===== src/rtl/taxi_axil_if.sv =====
// AXI4-Lite bundle split into write (AW/W/B) and read (AR/R) modport pairs.
interface taxi_axil_if #(
  parameter int DATA_W = 32,
  parameter int ADDR_W = 32,
  parameter int STRB_W = DATA_W/8
) ();
  logic [ADDR_W-1:0] awaddr;
  logic [2:0]        awprot;
  logic              awvalid;
  logic              awready;
  logic [DATA_W-1:0] wdata;
  logic [STRB_W-1:0] wstrb;
  logic              wvalid;
  logic              wready;
  logic [1:0]        bresp;
  logic              bvalid;
  logic              bready;
  logic [ADDR_W-1:0] araddr;
  logic [2:0]        arprot;
  logic              arvalid;
  logic              arready;
  logic [DATA_W-1:0] rdata;
  logic [1:0]        rresp;
  logic              rvalid;
  logic              rready;

  modport wr_mst (
    output awaddr, awprot, awvalid, input awready,
    output wdata, wstrb, wvalid, input wready,
    input  bresp, bvalid, output bready
  );
  modport wr_slv (
    input  awaddr, awprot, awvalid, output awready,
    input  wdata, wstrb, wvalid, output wready,
    output bresp, bvalid, input bready
  );
  modport rd_mst (
    output araddr, arprot, arvalid, input arready,
    input  rdata, rresp, rvalid, output rready
  );
  modport rd_slv (
    input  araddr, arprot, arvalid, output arready,
    output rdata, rresp, rvalid, input rready
  );
endinterface


===== src/rtl/axil_cmd_master.sv =====
// Single-outstanding AXI4-Lite initiator: one command in, one AXI transaction,
// one response out, with a per-transaction watchdog against hung slaves.
module axil_cmd_master #(
  parameter int DATA_W      = 32,
  parameter int ADDR_W      = 32,
  parameter int STRB_W      = DATA_W/8,
  parameter int TIMEOUT_CYC = 1024
) (
  input  logic              clk,
  input  logic              rst_n,
  input  logic              cmd_valid,
  output logic              cmd_ready,
  input  logic              cmd_write,
  input  logic [ADDR_W-1:0] cmd_addr,
  input  logic [DATA_W-1:0] cmd_wdata,
  input  logic [STRB_W-1:0] cmd_wstrb,
  output logic              rsp_valid,
  input  logic              rsp_ready,
  output logic              rsp_write,
  output logic [DATA_W-1:0] rsp_rdata,
  output logic [1:0]        rsp_resp,
  output logic              rsp_timeout,
  output logic              busy,
  taxi_axil_if.wr_mst       wr_axil,
  taxi_axil_if.rd_mst       rd_axil
);

  typedef enum logic [2:0] {
    IDLE    = 3'd0,
    WR_AW_W = 3'd1,
    WR_B    = 3'd2,
    RD_AR   = 3'd3,
    RD_R    = 3'd4,
    RSP     = 3'd5
  } state_t;

  // One spare bit so the increment past the limit never wraps to a small value
  localparam int                CNT_W  = $clog2(TIMEOUT_CYC + 2) + 1;
  localparam logic [CNT_W-1:0]  TO_LIM = CNT_W'(TIMEOUT_CYC);

  state_t            state;
  logic [ADDR_W-1:0] addr_q;
  logic [DATA_W-1:0] wdata_q;
  logic [STRB_W-1:0] wstrb_q;
  logic              wr_q;
  logic [CNT_W-1:0]  cnt;
  logic              aw_done, w_done;
  logic              aw_vld, w_vld, b_rdy, ar_vld, r_rdy;

  logic              aw_hs, w_hs, b_hs, ar_hs, r_hs;
  logic              aw_all, w_all;
  logic [CNT_W-1:0]  cnt_inc;
  logic              to_hit, abort;

  assign aw_hs   = aw_vld & wr_axil.awready;
  assign w_hs    = w_vld  & wr_axil.wready;
  assign b_hs    = b_rdy  & wr_axil.bvalid;
  assign ar_hs   = ar_vld & rd_axil.arready;
  assign r_hs    = r_rdy  & rd_axil.rvalid;
  assign aw_all  = aw_done | aw_hs;
  assign w_all   = w_done  | w_hs;
  assign cnt_inc = cnt + CNT_W'(1);
  assign to_hit  = (TIMEOUT_CYC != 0) && (cnt_inc >= TO_LIM);

  // Completion in the limit cycle wins over the timeout
  always_comb begin
    abort = 1'b0;
    case (state)
      WR_AW_W: abort = to_hit && !(aw_all && w_all);
      WR_B:    abort = to_hit && !b_hs;
      RD_AR:   abort = to_hit && !ar_hs;
      RD_R:    abort = to_hit && !r_hs;
      default: abort = 1'b0;
    endcase
  end

  always_ff @(posedge clk or negedge rst_n) begin
    if (!rst_n) begin
      state       <= IDLE;
      addr_q      <= '0;
      wdata_q     <= '0;
      wstrb_q     <= '0;
      wr_q        <= 1'b0;
      cnt         <= '0;
      aw_done     <= 1'b0;
      w_done      <= 1'b0;
      aw_vld      <= 1'b0;
      w_vld       <= 1'b0;
      b_rdy       <= 1'b0;
      ar_vld      <= 1'b0;
      r_rdy       <= 1'b0;
      rsp_valid   <= 1'b0;
      rsp_write   <= 1'b0;
      rsp_rdata   <= '0;
      rsp_resp    <= 2'b00;
      rsp_timeout <= 1'b0;
    end else if (abort) begin
      // Watchdog: drop every valid/ready mid-handshake and report SLVERR
      aw_vld      <= 1'b0;
      w_vld       <= 1'b0;
      b_rdy       <= 1'b0;
      ar_vld      <= 1'b0;
      r_rdy       <= 1'b0;
      rsp_valid   <= 1'b1;
      rsp_write   <= wr_q;
      rsp_rdata   <= '0;
      rsp_resp    <= 2'b10;
      rsp_timeout <= 1'b1;
      state       <= RSP;
    end else begin
      case (state)
        IDLE: begin
          if (cmd_valid) begin
            addr_q  <= cmd_addr;
            wdata_q <= cmd_wdata;
            wstrb_q <= cmd_wstrb;
            wr_q    <= cmd_write;
            cnt     <= '0;
            aw_done <= 1'b0;
            w_done  <= 1'b0;
            if (cmd_write) begin
              aw_vld <= 1'b1;
              w_vld  <= 1'b1;
              state  <= WR_AW_W;
            end else begin
              ar_vld <= 1'b1;
              state  <= RD_AR;
            end
          end
        end
        WR_AW_W: begin
          cnt <= cnt_inc;
          if (aw_hs) begin
            aw_vld  <= 1'b0;
            aw_done <= 1'b1;
          end
          if (w_hs) begin
            w_vld  <= 1'b0;
            w_done <= 1'b1;
          end
          if (aw_all && w_all) begin
            b_rdy <= 1'b1;
            state <= WR_B;
          end
        end
        WR_B: begin
          cnt <= cnt_inc;
          if (b_hs) begin
            b_rdy       <= 1'b0;
            rsp_valid   <= 1'b1;
            rsp_write   <= 1'b1;
            rsp_rdata   <= '0;
            rsp_resp    <= wr_axil.bresp;
            rsp_timeout <= 1'b0;
            state       <= RSP;
          end
        end
        RD_AR: begin
          cnt <= cnt_inc;
          if (ar_hs) begin
            ar_vld <= 1'b0;
            r_rdy  <= 1'b1;
            state  <= RD_R;
          end
        end
        RD_R: begin
          cnt <= cnt_inc;
          if (r_hs) begin
            r_rdy       <= 1'b0;
            rsp_valid   <= 1'b1;
            rsp_write   <= 1'b0;
            rsp_rdata   <= rd_axil.rdata;
            rsp_resp    <= rd_axil.rresp;
            rsp_timeout <= 1'b0;
            state       <= RSP;
          end
        end
        RSP: begin
          if (rsp_ready) begin
            rsp_valid <= 1'b0;
            state     <= IDLE;
          end
        end
        default: state <= IDLE;
      endcase
    end
  end

  assign cmd_ready = (state == IDLE);
  assign busy      = (state != IDLE);

  assign wr_axil.awaddr  = addr_q;
  assign wr_axil.awprot  = 3'b000;
  assign wr_axil.awvalid = aw_vld;
  assign wr_axil.wdata   = wdata_q;
  assign wr_axil.wstrb   = wstrb_q;
  assign wr_axil.wvalid  = w_vld;
  assign wr_axil.bready  = b_rdy;
  assign rd_axil.araddr  = addr_q;
  assign rd_axil.arprot  = 3'b000;
  assign rd_axil.arvalid = ar_vld;
  assign rd_axil.rready  = r_rdy;

endmodule


===== src/flat_wrapper.sv =====
// flat-port wrapper written by rule: the top's interface ports become plain ports
module axil_cmd_master_flat 
#(
  parameter int DATA_W      = 32,
  parameter int ADDR_W      = 32,
  parameter int STRB_W      = DATA_W/8,
  parameter int TIMEOUT_CYC = 1024
)
  (clk, rst_n, cmd_valid, cmd_ready, cmd_write, cmd_addr, cmd_wdata, cmd_wstrb, rsp_valid, rsp_ready, rsp_write, rsp_rdata, rsp_resp, rsp_timeout, busy, wr_axil_awaddr, wr_axil_awprot, wr_axil_awvalid, wr_axil_awready, wr_axil_wdata, wr_axil_wstrb, wr_axil_wvalid, wr_axil_wready, wr_axil_bresp, wr_axil_bvalid, wr_axil_bready, rd_axil_araddr, rd_axil_arprot, rd_axil_arvalid, rd_axil_arready, rd_axil_rdata, rd_axil_rresp, rd_axil_rvalid, rd_axil_rready);
  taxi_axil_if #(.DATA_W(DATA_W), .ADDR_W(ADDR_W), .STRB_W(STRB_W)) wr_axil_i ();
  taxi_axil_if #(.DATA_W(DATA_W), .ADDR_W(ADDR_W), .STRB_W(STRB_W)) rd_axil_i ();
  input  logic clk;
  input  logic rst_n;
  input  logic cmd_valid;
  output logic cmd_ready;
  input  logic cmd_write;
  input  logic [ADDR_W-1:0] cmd_addr;
  input  logic [DATA_W-1:0] cmd_wdata;
  input  logic [STRB_W-1:0] cmd_wstrb;
  output logic rsp_valid;
  input  logic rsp_ready;
  output logic rsp_write;
  output logic [DATA_W-1:0] rsp_rdata;
  output logic [1:0] rsp_resp;
  output logic rsp_timeout;
  output logic busy;
  output wire logic [$bits(wr_axil_i.awaddr)-1:0] wr_axil_awaddr;
  output wire logic [$bits(wr_axil_i.awprot)-1:0] wr_axil_awprot;
  output wire logic [$bits(wr_axil_i.awvalid)-1:0] wr_axil_awvalid;
  input wire logic [$bits(wr_axil_i.awready)-1:0] wr_axil_awready;
  output wire logic [$bits(wr_axil_i.wdata)-1:0] wr_axil_wdata;
  output wire logic [$bits(wr_axil_i.wstrb)-1:0] wr_axil_wstrb;
  output wire logic [$bits(wr_axil_i.wvalid)-1:0] wr_axil_wvalid;
  input wire logic [$bits(wr_axil_i.wready)-1:0] wr_axil_wready;
  input wire logic [$bits(wr_axil_i.bresp)-1:0] wr_axil_bresp;
  input wire logic [$bits(wr_axil_i.bvalid)-1:0] wr_axil_bvalid;
  output wire logic [$bits(wr_axil_i.bready)-1:0] wr_axil_bready;
  output wire logic [$bits(rd_axil_i.araddr)-1:0] rd_axil_araddr;
  output wire logic [$bits(rd_axil_i.arprot)-1:0] rd_axil_arprot;
  output wire logic [$bits(rd_axil_i.arvalid)-1:0] rd_axil_arvalid;
  input wire logic [$bits(rd_axil_i.arready)-1:0] rd_axil_arready;
  input wire logic [$bits(rd_axil_i.rdata)-1:0] rd_axil_rdata;
  input wire logic [$bits(rd_axil_i.rresp)-1:0] rd_axil_rresp;
  input wire logic [$bits(rd_axil_i.rvalid)-1:0] rd_axil_rvalid;
  output wire logic [$bits(rd_axil_i.rready)-1:0] rd_axil_rready;
  assign wr_axil_awaddr = wr_axil_i.awaddr;
  assign wr_axil_awprot = wr_axil_i.awprot;
  assign wr_axil_awvalid = wr_axil_i.awvalid;
  assign wr_axil_i.awready = wr_axil_awready;
  assign wr_axil_wdata = wr_axil_i.wdata;
  assign wr_axil_wstrb = wr_axil_i.wstrb;
  assign wr_axil_wvalid = wr_axil_i.wvalid;
  assign wr_axil_i.wready = wr_axil_wready;
  assign wr_axil_i.bresp = wr_axil_bresp;
  assign wr_axil_i.bvalid = wr_axil_bvalid;
  assign wr_axil_bready = wr_axil_i.bready;
  assign rd_axil_araddr = rd_axil_i.araddr;
  assign rd_axil_arprot = rd_axil_i.arprot;
  assign rd_axil_arvalid = rd_axil_i.arvalid;
  assign rd_axil_i.arready = rd_axil_arready;
  assign rd_axil_i.rdata = rd_axil_rdata;
  assign rd_axil_i.rresp = rd_axil_rresp;
  assign rd_axil_i.rvalid = rd_axil_rvalid;
  assign rd_axil_rready = rd_axil_i.rready;
  axil_cmd_master #(.DATA_W(DATA_W), .ADDR_W(ADDR_W), .STRB_W(STRB_W), .TIMEOUT_CYC(TIMEOUT_CYC)) u_core (.clk(clk), .rst_n(rst_n), .cmd_valid(cmd_valid), .cmd_ready(cmd_ready), .cmd_write(cmd_write), .cmd_addr(cmd_addr), .cmd_wdata(cmd_wdata), .cmd_wstrb(cmd_wstrb), .rsp_valid(rsp_valid), .rsp_ready(rsp_ready), .rsp_write(rsp_write), .rsp_rdata(rsp_rdata), .rsp_resp(rsp_resp), .rsp_timeout(rsp_timeout), .busy(busy), .wr_axil(wr_axil_i), .rd_axil(rd_axil_i));
endmodule

===== config.mk =====
export PLATFORM = sky130hd
export DESIGN_NAME = axil_cmd_master_flat
export DESIGN_NICKNAME = d
export VERILOG_FILES = /design/src/rtl/taxi_axil_if.sv /design/src/rtl/axil_cmd_master.sv /design/src/flat_wrapper.sv
export SDC_FILE = /design/constraint.sdc
export NUM_CORES = 1
export LEC_CHECK = 0
export ABC_AREA = 1
export BUFFER_PORTS_ARGS = -buffer_cell sky130_fd_sc_hd__clkbuf_2
export CAP_MARGIN = 0
export CORE_UTILIZATION = 48
export DETAILED_ROUTE_END_ITERATION = 10
export GPL_TIMING_DRIVEN = 0
export PLACE_DENSITY = 0.83
export SLEW_MARGIN = 30
export SYNTH_ARGS = -nofsm -noshare
export SYNTH_HDL_FRONTEND = slang
export SYNTH_SLANG_ARGS = --single-unit
export TNS_END_PERCENT = 20

===== constraint.sdc =====
create_clock -name clk -period 2.5 [get_ports clk]
set_clock_uncertainty 0.15 [all_clocks]
set_input_delay 0.5 -clock clk [delete_from_list [all_inputs] [get_ports clk]]
set_output_delay 0.5 -clock clk [all_outputs]
set_load 0.02 [all_outputs]

# After elaboration in Yosys (flattened, before gate mapping)
# Cells that the tools add are included.
# op_classes
addsub	1
n_mul	0
div	0
n_lt_le_gt_ge	1
eq_ne	18
shift	0
muxes	55
n_bitwise	8
n_reduce_logical	32
# op_table
cell	count
$mux W32	3
$pmux W32 S2	1
$mux W1	25
$pmux W12 S2	1
$reduce_and A4 Y1	6
$mux W3	7
$ne A3 B1 Y1 const B	7
$pmux W1 S2	9
$pmux W3 S6	1
$reduce_bool A3 Y1	6
$reduce_and A3 Y1	5
$add A12 B1 Y12 const B	1
$ge A12 B11 Y1 const B	1
$mux W12	1
$ne A3 B2 Y1 const B	3
$mux W2	4
$eq A3 B2 Y1 const B	2
$eq A3 B3 Y1 const B	2
$reduce_and A6 Y1	1
$and A1 B1 Y1	5
$logic_and A1 B1 Y1	5
$logic_not A1 Y1	4
$ne A2 B1 Y1 const B	2
$pmux W1 S4	1
10 further kinds	12
# totals
ff_bits	128
latch_bits	0
ramBits	0
mem_bits_ro	0
input_bits	114
out_inout_bits	150
wordCells	133
mem_count	0

# Longest topological paths before layout
# Gate-level depths: netlist (run 1).
# logic_depth
depth_word	8
mapped_depth	14
mapped_depth_nobuf	13

# Worst setup path before layout (run 1)
# No wires, ideal clock.
# synth_timing
kind	register to register
startpoint	register u_core.state[1]
endpoint	register u_core.addr_q[0], in the netlist u_core.rd_axil.araddr[0]
setup_time_ns	0.117
arrival_ns	1.880
required_ns	2.233
path_slack_ns	0.353
path_stages_with_launch	12
n_path_buf	3
synth_period_minus_slack_ns	2.147
path_cell_list	dfrtp_1 buf_6 nor2_4 inv_1 nor2_2 inv_2 nor2_2 inv_2 clkbuf_1 buf_2 nand2_1 nand2_1
# synth_via
word_cells_on_any_way	8
classes_between	eq/ne: 4; mux: 1; bitwise: 1; reduce/logical: 2
# synth_rtl
element	line_no	rtl
start: declaration	axil_cmd_master.sv:41	state_t state;
start signal: assignment	axil_cmd_master.sv:79	state <= IDLE;
start signal: assignment	axil_cmd_master.sv:109	state <= RSP;
start signal: assignment	axil_cmd_master.sv:124	state <= WR_AW_W;
$logic_not A3 Y1	-	
net cmd_ready	flat_wrapper.sv:15	output logic cmd_ready;
$reduce_and A3 Y1 (no line)	-	
end signal: assignment	axil_cmd_master.sv:114	addr_q <= cmd_addr;
end: declaration	axil_cmd_master.sv:42	logic [ADDR_W-1:0] addr_q;
# The timed path passes the listed nets, and every way through them passes these cells.
# A chain may end at the register's enable or synchronous reset.

# Worst setup path in the final report (run 1)
# layout_timing
startpoint	register u_core.state[1]
endpoint	output port busy
# layout_via
elab_chain_cells	1
# layout_rtl
element	line_no	rtl
$reduce_bool A3 Y1	axil_cmd_master.sv:190	assign busy = (state != IDLE);
end: declaration	flat_wrapper.sv:26	output logic busy;
# No other way between the ends.

==> results_dict.tcl, run 1 <==
set metrics [dict create \
    hp-class "input pin to register" \
    synthCells 718 \
    cts.sinks 128 \
    htree_levels 4 \
    hpwl_um 11900 \
    grt_pass1_vias 5480 \
    hp-start "cmd_wstrb[0]" \
    powerDensity_nw_per_um2 1360 \
    fin_tns_setup_ns 0 \
    n_antenna_cell 0 \
    clk_pin_slew_ns 0.06 \
    cts_buffers 17 \
    startpoint_type "register" \
    end_kind "primary output" \
    multi_input_area_um2 2170 \
    clk_path_buf_depth 2 \
    setup-violations-final 0 \
    worstMarginPinSlew_ns 0.502 \
    regToRegSetupSlack_ns 0.18 \
    vdd_drop_max_mv 1.01 \
    status "finished clean" \
    drive_above_1_share_pct 36.7 \
    ant_nets 0 \
    seq_area_um2 3200 \
    hold_depth 3 \
    worstPathMaxFanout 9 \
    start_util_pct 49.3 \
    area_delta_synth_final_pct 37.2 \
    fp.coreArea_um2 12100 \
    period_needed_ns 2.36 \
    final_core_util_pct 67.6 \
    mostFrequentLayoutCells "nand2_1, clkbuf_2, dfrtp_1" \
    arrival_ns 1.71 \
    synth_seq_cells 128 \
    min_to "u_core.wr_axil.wstrb[0]$_DFFE_PN0P_" \
    die_w_um 113 \
    dpl-instance-area_um2 7490 \
    via_count 5678 \
    grt_use_total_pct 26.6 \
    grt_overflow_total 0 \
    gp_congestion 0.847 \
    post-route-period-util_pct 94.3 \
    routedWlPerCell_um 13.9 \
    antenna_found_initial 0 \
    maxSlewHeadroom_pct 66.5 \
    reg2regPathDepth 12 \
    slowest_delay_ns 0.37 \
    maxCapViolCount 0 \
    grt_max_degree 81 \
    ios 264 \
    grt_pass1_wl_um 26200 \
    design_area_um2 8150 \
    slowest_stage "dfrtp_1" \
    syn_area_per_cell_um2 8.27 \
    cts_tree "done" \
    die_area_um2 12800 \
    fmax_mhz 424 \
    finalPower_mw 11.1 \
    finalHoldViolCount 0 \
    yosysWarnings 0 \
    total_leakage_power_nw 4.59 \
    clk-insertion-delay-late_ns 0.42 \
    regToRegEndpoint "u_core.rsp_rdata[31]$_DFFE_PN0P_" \
    critical_path.cell_chain "buf_6 > nor2_4 > inv_1 > nor2_2 > inv_2 > clkbuf_2" \
    first_pass_iters 4 \
    crit_type "register to primary output" \
    final_common_cell "nand2_1" \
    portBuffers 257 \
    yosys.cell_types.count 28 \
    dieHeight_um 113 \
    wl_um 16400 \
    viasPerCell 4.80 \
    cts-root-buf "clkbuf_16" \
    post-route-drc-count 0 \
    nets 1117 \
    rsz0062_at_grt "yes" \
    fill_cells 971 \
    cp.required_ns 1.85 \
    seq_area_frac_synth_pct 53.9 \
    drtIter0Drc 386 \
    row_count 40 \
    syn-cell-area_um2 5940 \
    finalMaxSlewViolations 0 \
    r2r_start "u_core.state[1]$_DFFE_PN0P_" \
]
[through the flow]
stage	hold WS [ns]	std cells	setup slack [ns]
2_1_floorplan	0.0544	723	0.353
3_3_place_gp	0.304	1148	-1.26
3_5_place_dp	0.307	1149	-0.133
4_1_cts	0.112	1182	0.0410
5_1_grt	0.118	1183	-0.0165
6_report	0.125	1183	0.142
[timing repair]
| action | CTS | global route |
|---|---|---|
| hold buffers | 1 | 0 |
| buffers inserted | 0 | 1 |
| endpoints found under the hold margin | 48 | 0 |
| gates resized for setup | 1 | 6 |
| setup endpoints to repair | 61 | 111 |
| pin swaps | 0 | 1 |
[area by class of cell]
| cell class | instances | area share [%] |
|---|---|---|
| tap | 168 | 2.58 |
| inverter | 34 | 1.57 |
| sequential | 128 | 39.3 |
| clock inverter | 12 | 1.93 |
| multi-input combinational | 486 | 26.6 |
| timing repair buffer | 260 | 16.4 |
| buffer | 75 | 5.82 |
| clock buffer | 20 | 5.72 |
[kinds of logic after synthesis]
group	share of synthesized area, %
flops	53.9
mux	0.190
fa+ha+maj	0.211
xor+xnor	0.885
other cells	0.0631
compound gates	5.45
simple gates	29.2
buf+inv	10.1
[routing by layer]
layer | vias up | wire length [um] | GRT usage, %
met2 | 234 | 8400 | 46.1
met4 | 0 | 382 | 12.3
met1 | 2602 | 6370 | 29.9
met5 | - | 0 | 0
met3 | 28 | 1240 | 8.68
li1 | 2814 | - | -
[synth_stat cells (all sizes together)]
master / instances / area (um^2)
nand4: 39 / 244
ha: 1 / 12.5
a21boi: 1 / 7.51
o21a: 1 / 7.51
nor3: 3 / 26.3
buf: 61 / 419
a21oi: 5 / 25.0
nand3: 27 / 153
xor2: 6 / 52.6
o21ai: 56 / 284
mux2: 1 / 11.3
nand2: 316 / 1200
nor2: 24 / 113
dfrtp: 128 / 3200
inv: 34 / 128
clkbuf: 14 / 52.6
conb: 1 / 3.75
[critical path: cells and delay by family (launching register included)]
kind	cells	cell delay, ns
buffers and inverters	4	0.49
and+or+nand+nor	2	0.42
DFF	1	0.37
[flip-flops by register name, indices dropped and copies added, names as in the netlist, 2 cells and up]
name,cells
u_core.rsp_resp,2
u_core.rd_axil.araddr,32
u_core.rsp_rdata,32
u_core.cnt,12
u_core.wr_axil.wstrb,4
u_core.wr_axil.wdata,32
u_core.state,3
[power breakdown]
group	internal, mW	leakage (nW)	switching (mW)
Sequential	2.81	1.65	0.509
Combinational	1.75	2.64	3.45
Clock	1.65	0.299	0.927
[how the worst max path moves through the flow]
| stage | start | endpoint | slack (ns) |
|---|---|---|---|
| 5_1_grt | u_core.cnt[0]$_DFFE_PN0P_ | u_core.rsp_rdata[5]$_DFFE_PN0P_ | -0.02 |
| 3_3_place_gp | rst_n | u_core.wr_axil.wstrb[0]$_DFFE_PN0P_ | -1.26 |
| 3_5_place_dp | u_core.state[1]$_DFFE_PN0P_ | u_core.rd_axil.araddr[28]$_DFFE_PN0P_ | -0.13 |
| 4_1_cts | u_core.state[1]$_DFFE_PN0P_ | u_core.wr_axil.wdata[6]$_DFFE_PN0P_ | 0.04 |
| 2_1_floorplan | u_core.state[1]$_DFFE_PN0P_ | u_core.rd_axil.araddr[0]$_DFFE_PN0P_ | 0.35 |
| 6_report | u_core.state[1]$_DFFE_PN0P_ | busy | 0.14 |
No activity file was read; power rests on OpenSTA's default activity.
==> run 2, diff against run 1 <==
--- a/config.mk
+++ b/config.mk
@@ -5,14 +5,13 @@
 export SDC_FILE = /design/constraint.sdc
 export NUM_CORES = 1
 export LEC_CHECK = 0
-export ABC_AREA = 1
 export BUFFER_PORTS_ARGS = -buffer_cell sky130_fd_sc_hd__clkbuf_2
 export CAP_MARGIN = 0
-export CORE_UTILIZATION = 48
+export CORE_UTILIZATION = 47
 export DETAILED_ROUTE_END_ITERATION = 10
 export GPL_TIMING_DRIVEN = 0
 export PLACE_DENSITY = 0.83
-export SLEW_MARGIN = 30
+export RECOVER_POWER = 25
 export SYNTH_ARGS = -nofsm -noshare
 export SYNTH_HDL_FRONTEND = slang
 export SYNTH_SLANG_ARGS = --single-unit
==> results_dict.tcl, run 2 <==
set metrics [dict create \
    grt_overflow_total 0 \
    hp-start "cmd_wdata[30]" \
    total_leakage_power_nw 4.42 \
    hold_depth 3 \
    clk_pin_slew_ns 0.06 \
    setup-violations-final 0 \
    worstMarginPinSlew_ns 1.43 \
    gp_congestion 0.930 \
    seq_area_frac_synth_pct 56.9 \
    yosys.cell_types.count 45 \
    path_buf_inv 4 \
    yosysTopAreaCell "dfrtp_1" \
    grt_pass1_wl_um 24300 \
    cts_tree "done" \
    finalPower_mw 11.7 \
    viasPerCell 4.99 \
    area_delta_synth_final_pct 40.1 \
    critical_path.cell_chain "clkbuf_4 > nor3b_4 > and3_1 > buf_6 > a311oi_4 > and2_1 > buf_6 > buf_4 > o21ai_0 > mux2i_1" \
    fill_cells 918 \
    syn-cell-area_um2 5630 \
    n_antenna_cell 0 \
    startpoint_type "register" \
    rsz0062_at_grt "yes" \
    design_area_um2 7890 \
    cts.sinks 128 \
    mostFrequentLayoutCells "clkbuf_2, nand2_1, dfrtp_1" \
    end_kind "register" \
    routedWlPerCell_um 14.5 \
    post-route-drc-count 17 \
    crit_type "register to register" \
    vdd_drop_max_mv 0.881 \
    worstPathMaxFanout 10 \
    synth_seq_cells 128 \
    htree_levels 4 \
    post-route-period-util_pct 98.4 \
    synthCells 586 \
    cts-root-buf "clkbuf_16" \
    via_count 5156 \
    slowest_stage "dfrtp_1" \
    row_count 39 \
    synth.most_common_cell "nand2_1" \
    reg2regPathDepth 10 \
    final_common_cell "clkbuf_2" \
    cts_buffers 17 \
    async_flop_share_pct 100 \
    ant_nets 0 \
    nets 992 \
    crit_start "u_core.state[0]$_DFFE_PN0P_" \
    grt_use_total_pct 24.8 \
    regToRegEndpoint "u_core.state[0]$_DFFE_PN0P_" \
    synthDominantCellAreaShare_pct 56.9 \
    min_to "u_core.wr_axil.wdata[30]$_DFFE_PN0P_" \
    die_w_um 111 \
    dieHeight_um 111 \
    regToRegSetupSlack_ns 0.04 \
    met3_usage_pct 6.15 \
    syn_area_per_cell_um2 9.61 \
    r2r_start "u_core.state[0]$_DFFE_PN0P_" \
    antenna_found_initial 0 \
    status "finished with violations" \
    holdWs_ns 0.124 \
    hpwl_um 10500 \
    grt_busiest_layer "met2" \
    clk-insertion-delay-late_ns 0.41 \
    ys.flop_type "dfrtp_1" \
    clk_path_buf_depth 2 \
    maxSlewHeadroom_pct 4.42 \
    violations "design-rule violations" \
    path_delay_family "simple AND/OR/NAND/NOR gates" \
    met1_usage_pct 29.2 \
    grt_max_degree 73 \
    grt_pass1_vias 5035 \
    synth_edf_count 0 \
    fp.coreArea_um2 11600 \
    die_area_um2 12400 \
    powerDensity_nw_per_um2 1490 \
    first_pass_iters 8 \
    hp-class "input pin to register" \
    wl_um 15000 \
    fmax_mhz 406 \
    cpMostUsedCell "buf_6" \
    arrival_ns 2.57 \
    ios 264 \
    portBuffers 257 \
    finalMaxSlewViolations 0 \
    yosysWarnings 0 \
    dpl-instance-area_um2 7150 \
    cp.required_ns 2.61 \
    maxCapViolCount 0 \
    use_met2_pct 43.2 \
    slowest_delay_ns 0.36 \
    drtIter0Drc 373 \
    start_util_pct 48.7 \
    period_needed_ns 2.46 \
    drive_above_1_share_pct 40.2 \
    netlist_top_cells_area "dfrtp_1, nand2_1, buf_4" \
    crit_cells 10 \
    finalHoldViolCount 0 \
    netlist_top_cells_count "nand2_1, dfrtp_1, buf_4, a22o_1" \
]
[run 2: cell count changes after synthesis, sizes merged, moves of 8 or more]
cell and delta:
clkbuf +10, nand4 -34, a22o +34, a21oi +20, a211oi +8, o21ai -49
buf -15, inv -25, nand2 -92, nor2 -12, nand3 -20
[run 2: final cells by class]
cell class | instances | area [um^2] | share of cell area, %
buffer | 70 | 459 | 5.82
clock buffer | 18 | 439 | 5.57
clock inverter | 14 | 190 | 2.41
inverter | 9 | 33.8 | 0.428
multi-input combinational | 385 | 2010 | 25.5
sequential | 128 | 3200 | 40.6
tap | 143 | 179 | 2.27
timing repair buffer | 266 | 1370 | 17.4
[run 2: worst max path at each step]
stage / to / slack (ns)
finish: u_core.state[0]$_DFFE_PN0P_ / 0.04
global route: u_core.rd_axil.rready$_DFFE_PN0P_ / -0.04
CTS: u_core.rd_axil.rready$_DFFE_PN0P_ / -0.0004
detailed placement: u_core.rd_axil.rready$_DFFE_PN0P_ / -0.24
global placement: u_core.rd_axil.araddr[2]$_DFFE_PN0P_ / -1.24
floorplan: u_core.rd_axil.rready$_DFFE_PN0P_ / 0.21
[run 2: what timing repair did]
item / in CTS / in global routing
pin swaps: 3 / 2
gates resized for setup: 6 / 11
setup endpoints to repair: 49 / 43
hold buffers: 1 / 0
endpoints found under the hold margin: 56 / 0
setup buffers: 4 / 2
gates cloned: 0 / 2
[run 2: cells by family after synthesis]
family          Yosys count  share of synthesized area, %
compound gates           97                          13.0
buf+inv                  79                          8.45
flops                   128                          56.9
xor+xnor                  6                         0.934
other cells               1                        0.0666
mux                       7                          1.29
fa+ha+maj                 1                         0.222
simple gates            267                          19.2
[run 2: worst register-to-register path: stages (launching register included)]
cell	delay [ns]
dfrtp_1	0.36
clkbuf_4	0.19
nor3b_4	0.33
and3_1	0.24
buf_6	0.15
a311oi_4	0.06
and2_1	0.19
buf_6	0.13
buf_4	0.17
o21ai_0	0.21
mux2i_1	0.12
[run 2: power by group]
part / internal [mW] / switching (mW) / leakage (nW) / total (mW)
clock: 1.69 / 0.910 / 0.294 / 2.60
combinational: 2.05 / 3.42 / 2.48 / 5.48
sequential: 3.00 / 0.654 / 1.65 / 3.65
total: 6.74 / 4.99 / 4.42 / 11.7
[run 2: per-stage QoR]
step | setup WS (ns) | TNS [ns] | util, % | std cells
2_1_floorplan | 0.212 | 0 | - | 591
3_3_place_gp | -1.24 | -160.10 | 61.5 | 991
3_5_place_dp | -0.242 | -2.80 | 61.9 | 992
4_1_cts | -0.000351 | -0.000351 | 67.8 | 1029
5_1_grt | -0.0441 | -0.785 | 68.2 | 1033
6_report | 0.0392 | 0 | 68.2 | 1033
[run 2: routing by layer]
metal | wire (um) | up-vias
met2 | 7530 | 234
met3 | 995 | 37
met5 | 0 | -
met4 | 362 | 0
met1 | 6070 | 2383
li1 | - | 2502
==> run 3, diff against run 2 <==
--- a/config.mk
+++ b/config.mk
@@ -7,6 +7,7 @@
 export LEC_CHECK = 0
 export BUFFER_PORTS_ARGS = -buffer_cell sky130_fd_sc_hd__clkbuf_2
 export CAP_MARGIN = 0
+export CORE_ASPECT_RATIO = 0.75
 export CORE_UTILIZATION = 47
 export DETAILED_ROUTE_END_ITERATION = 10
 export GPL_TIMING_DRIVEN = 0
==> results_dict.tcl, run 3 (same netlist as run 2, synthesis figures left out) <==
set metrics [dict create \
    arrival_ns 2.60 \
    portBuffers 257 \
    worstMarginPinSlew_ns 1.18 \
    p_sw_mw 4.92 \
    drtIter0Drc 316 \
    layout.cells.non_filler 1053 \
    maxCapViolCount 0 \
    clockPowerShare_pct 20.0 \
    clk_pin_slew_ns 0.05 \
    cts-root-buf "clkbuf_16" \
    finalMaxSlewViolations 0 \
    final_common_cell "clkbuf_2" \
    htree_levels 4 \
    crit_type "register to register" \
    period_needed_ns 2.46 \
    cts_buffers 17 \
    mostFrequentLayoutCells "clkbuf_2, nand2_1, dfrtp_1" \
    cts.sinks 128 \
    powerDensity_nw_per_um2 1460 \
    cp.required_ns 2.64 \
    status "finished clean" \
    rsz0062_at_grt "yes" \
    switching_share_pct 42.8 \
    pwr-share-seq_pct 31.8 \
    start_util_pct 48.5 \
    die_w_um 128 \
    grt_overflow_total 0 \
    slowest_delay_ns 0.48 \
    area_delta_synth_final_pct 40.3 \
    grt_pass1_vias 5034 \
    placedCellCount 1011 \
    gp_congestion 0.894 \
    worstPathMaxFanout 7 \
    ios 264 \
    cpMostUsedCell "buf_6" \
    viasPerCell 4.92 \
    finalPower_mw 11.5 \
    ant_nets 0 \
    routedWlPerCell_um 14.3 \
    slowest_stage "dfrtp_1" \
    post-route-drc-count 0 \
    grt_max_degree 97 \
    maxSlewHeadroom_pct 21.3 \
    dieHeight_um 96.8 \
    row_count 34 \
    holdWs_ns 0.135 \
    vdd_drop_max_mv 0.770 \
    hpwl_um 10800 \
    first_pass_iters 5 \
    total_leakage_power_nw 4.43 \
    hp-class "input pin to register" \
    fp.coreArea_um2 11600 \
    combPwrFrac_pct 48.3 \
    die_area_um2 12400 \
    clk-insertion-delay-late_ns 0.40 \
    final_core_util_pct 68.0 \
    clk_path_buf_depth 2 \
    finalHoldViolCount 0 \
    drive_above_1_share_pct 40.7 \
    setup-violations-final 0 \
    p_int_mw 6.59 \
    grt_use_total_pct 25.3 \
    post-route-period-util_pct 98.6 \
    startpoint_type "register" \
    nets 996 \
    end_kind "register" \
    cts_tree "done" \
    grt_pass1_wl_um 24500 \
    wl_um 15100 \
    fmax_mhz 406 \
    n_antenna_cell 0 \
    antenna_found_initial 0 \
    critical_path.cell_chain "nor3b_4 > buf_6 > a21oi_1 > a311oi_4 > and2_4 > buf_6 > a21oi_4 > buf_6 > a22o_1" \
    via_count 5186 \
]
-- run 3: final timing paths --
path / from / end / slack, ns / depth (start not counted)
worst max-delay path: u_core.state[2]$_DFFE_PN0P_ / u_core.rsp_resp[0]$_DFFE_PN0P_ / 0.04 / 9
worst min-delay path: cmd_wdata[20] / u_core.wr_axil.wdata[20]$_DFFE_PN0P_ / 0.14 / 3
worst max register to register: u_core.state[2]$_DFFE_PN0P_ / u_core.rsp_resp[0]$_DFFE_PN0P_ / 0.04 / 9
worst min register to register: u_core.wr_axil.wdata[22]$_DFFE_PN0P_ / u_core.wr_axil.wdata[22]$_DFFE_PN0P_ / 0.32 / 2
max in group asynchronous: rst_n / u_core.state[1]$_DFFE_PN0P_ / 0.26 / 3
min in group asynchronous: rst_n / u_core.rsp_rdata[21]$_DFFE_PN0P_ / 0.42 / 2
-- run 3: repair_timing --
| item | 4_1_cts | 5_1_grt |
|---|---|---|
| cloned | 0 | 1 |
| setup endpoints to repair | 120 | 55 |
| buffers inserted | 5 | 6 |
| endpoints found under the hold margin | 32 | 0 |
| pin swaps | 2 | 5 |
| gates resized for setup | 5 | 22 |
| hold buffers | 1 | 0 |
-- run 3: layer usage --
metal  up-vias  part of all wire (%)  track usage, %
met1      2428                    44            34.1
met2       237                    48            40.0
li1       2499                     -               -
met5         -                     0               0
met4         0                   1.7            9.68
met3        22                   6.7            5.42
-- run 3: metrics by stage --
stage | worst slack [ns] | area (um^2) | setup TNS [ns]
6_report | 0.0359 | 7900 | 0
5_1_grt | -0.0559 | 7900 | -0.346
4_1_cts | -0.0141 | 7800 | -0.0256
3_5_place_dp | -0.230 | 7180 | -7.00
3_3_place_gp | -1.17 | 7140 | -154.05
2_1_floorplan | 0.212 | 5650 | 0
-- run 3: area by class of cell --
type                       count  area, um^2
buffer                        70         459
clock buffer                  23         498
clock inverter                 6        57.6
fill                         949        3720
inverter                       9        33.8
multi-input combinational    384        2030
sequential                   128        3200
tap                          162         203
timing repair buffer         271        1410
-- run 3: worst max-delay path, delay by kind of cell (launching register included) --
family / cells / cell delay (ns)
AO/OA/AOI/OAI: 4 / 0.77
AND/OR/NAND/NOR: 2 / 0.52
flip-flops: 1 / 0.48
buffers and inverters: 3 / 0.44
-- run 3: power groups by stage --
stage / Sequential [mW] / Combinational [mW] / Clock [mW]
3_5_place_dp: 3.64 / 5.35 / 0
4_1_cts: 3.64 / 5.40 / 2.35
2_1_floorplan: 4.60 / 2.54 / 0
3_3_place_gp: 3.63 / 5.21 / 0
6_report: 3.66 / 5.55 / 2.30
5_1_grt: 3.78 / 6.03 / 2.45
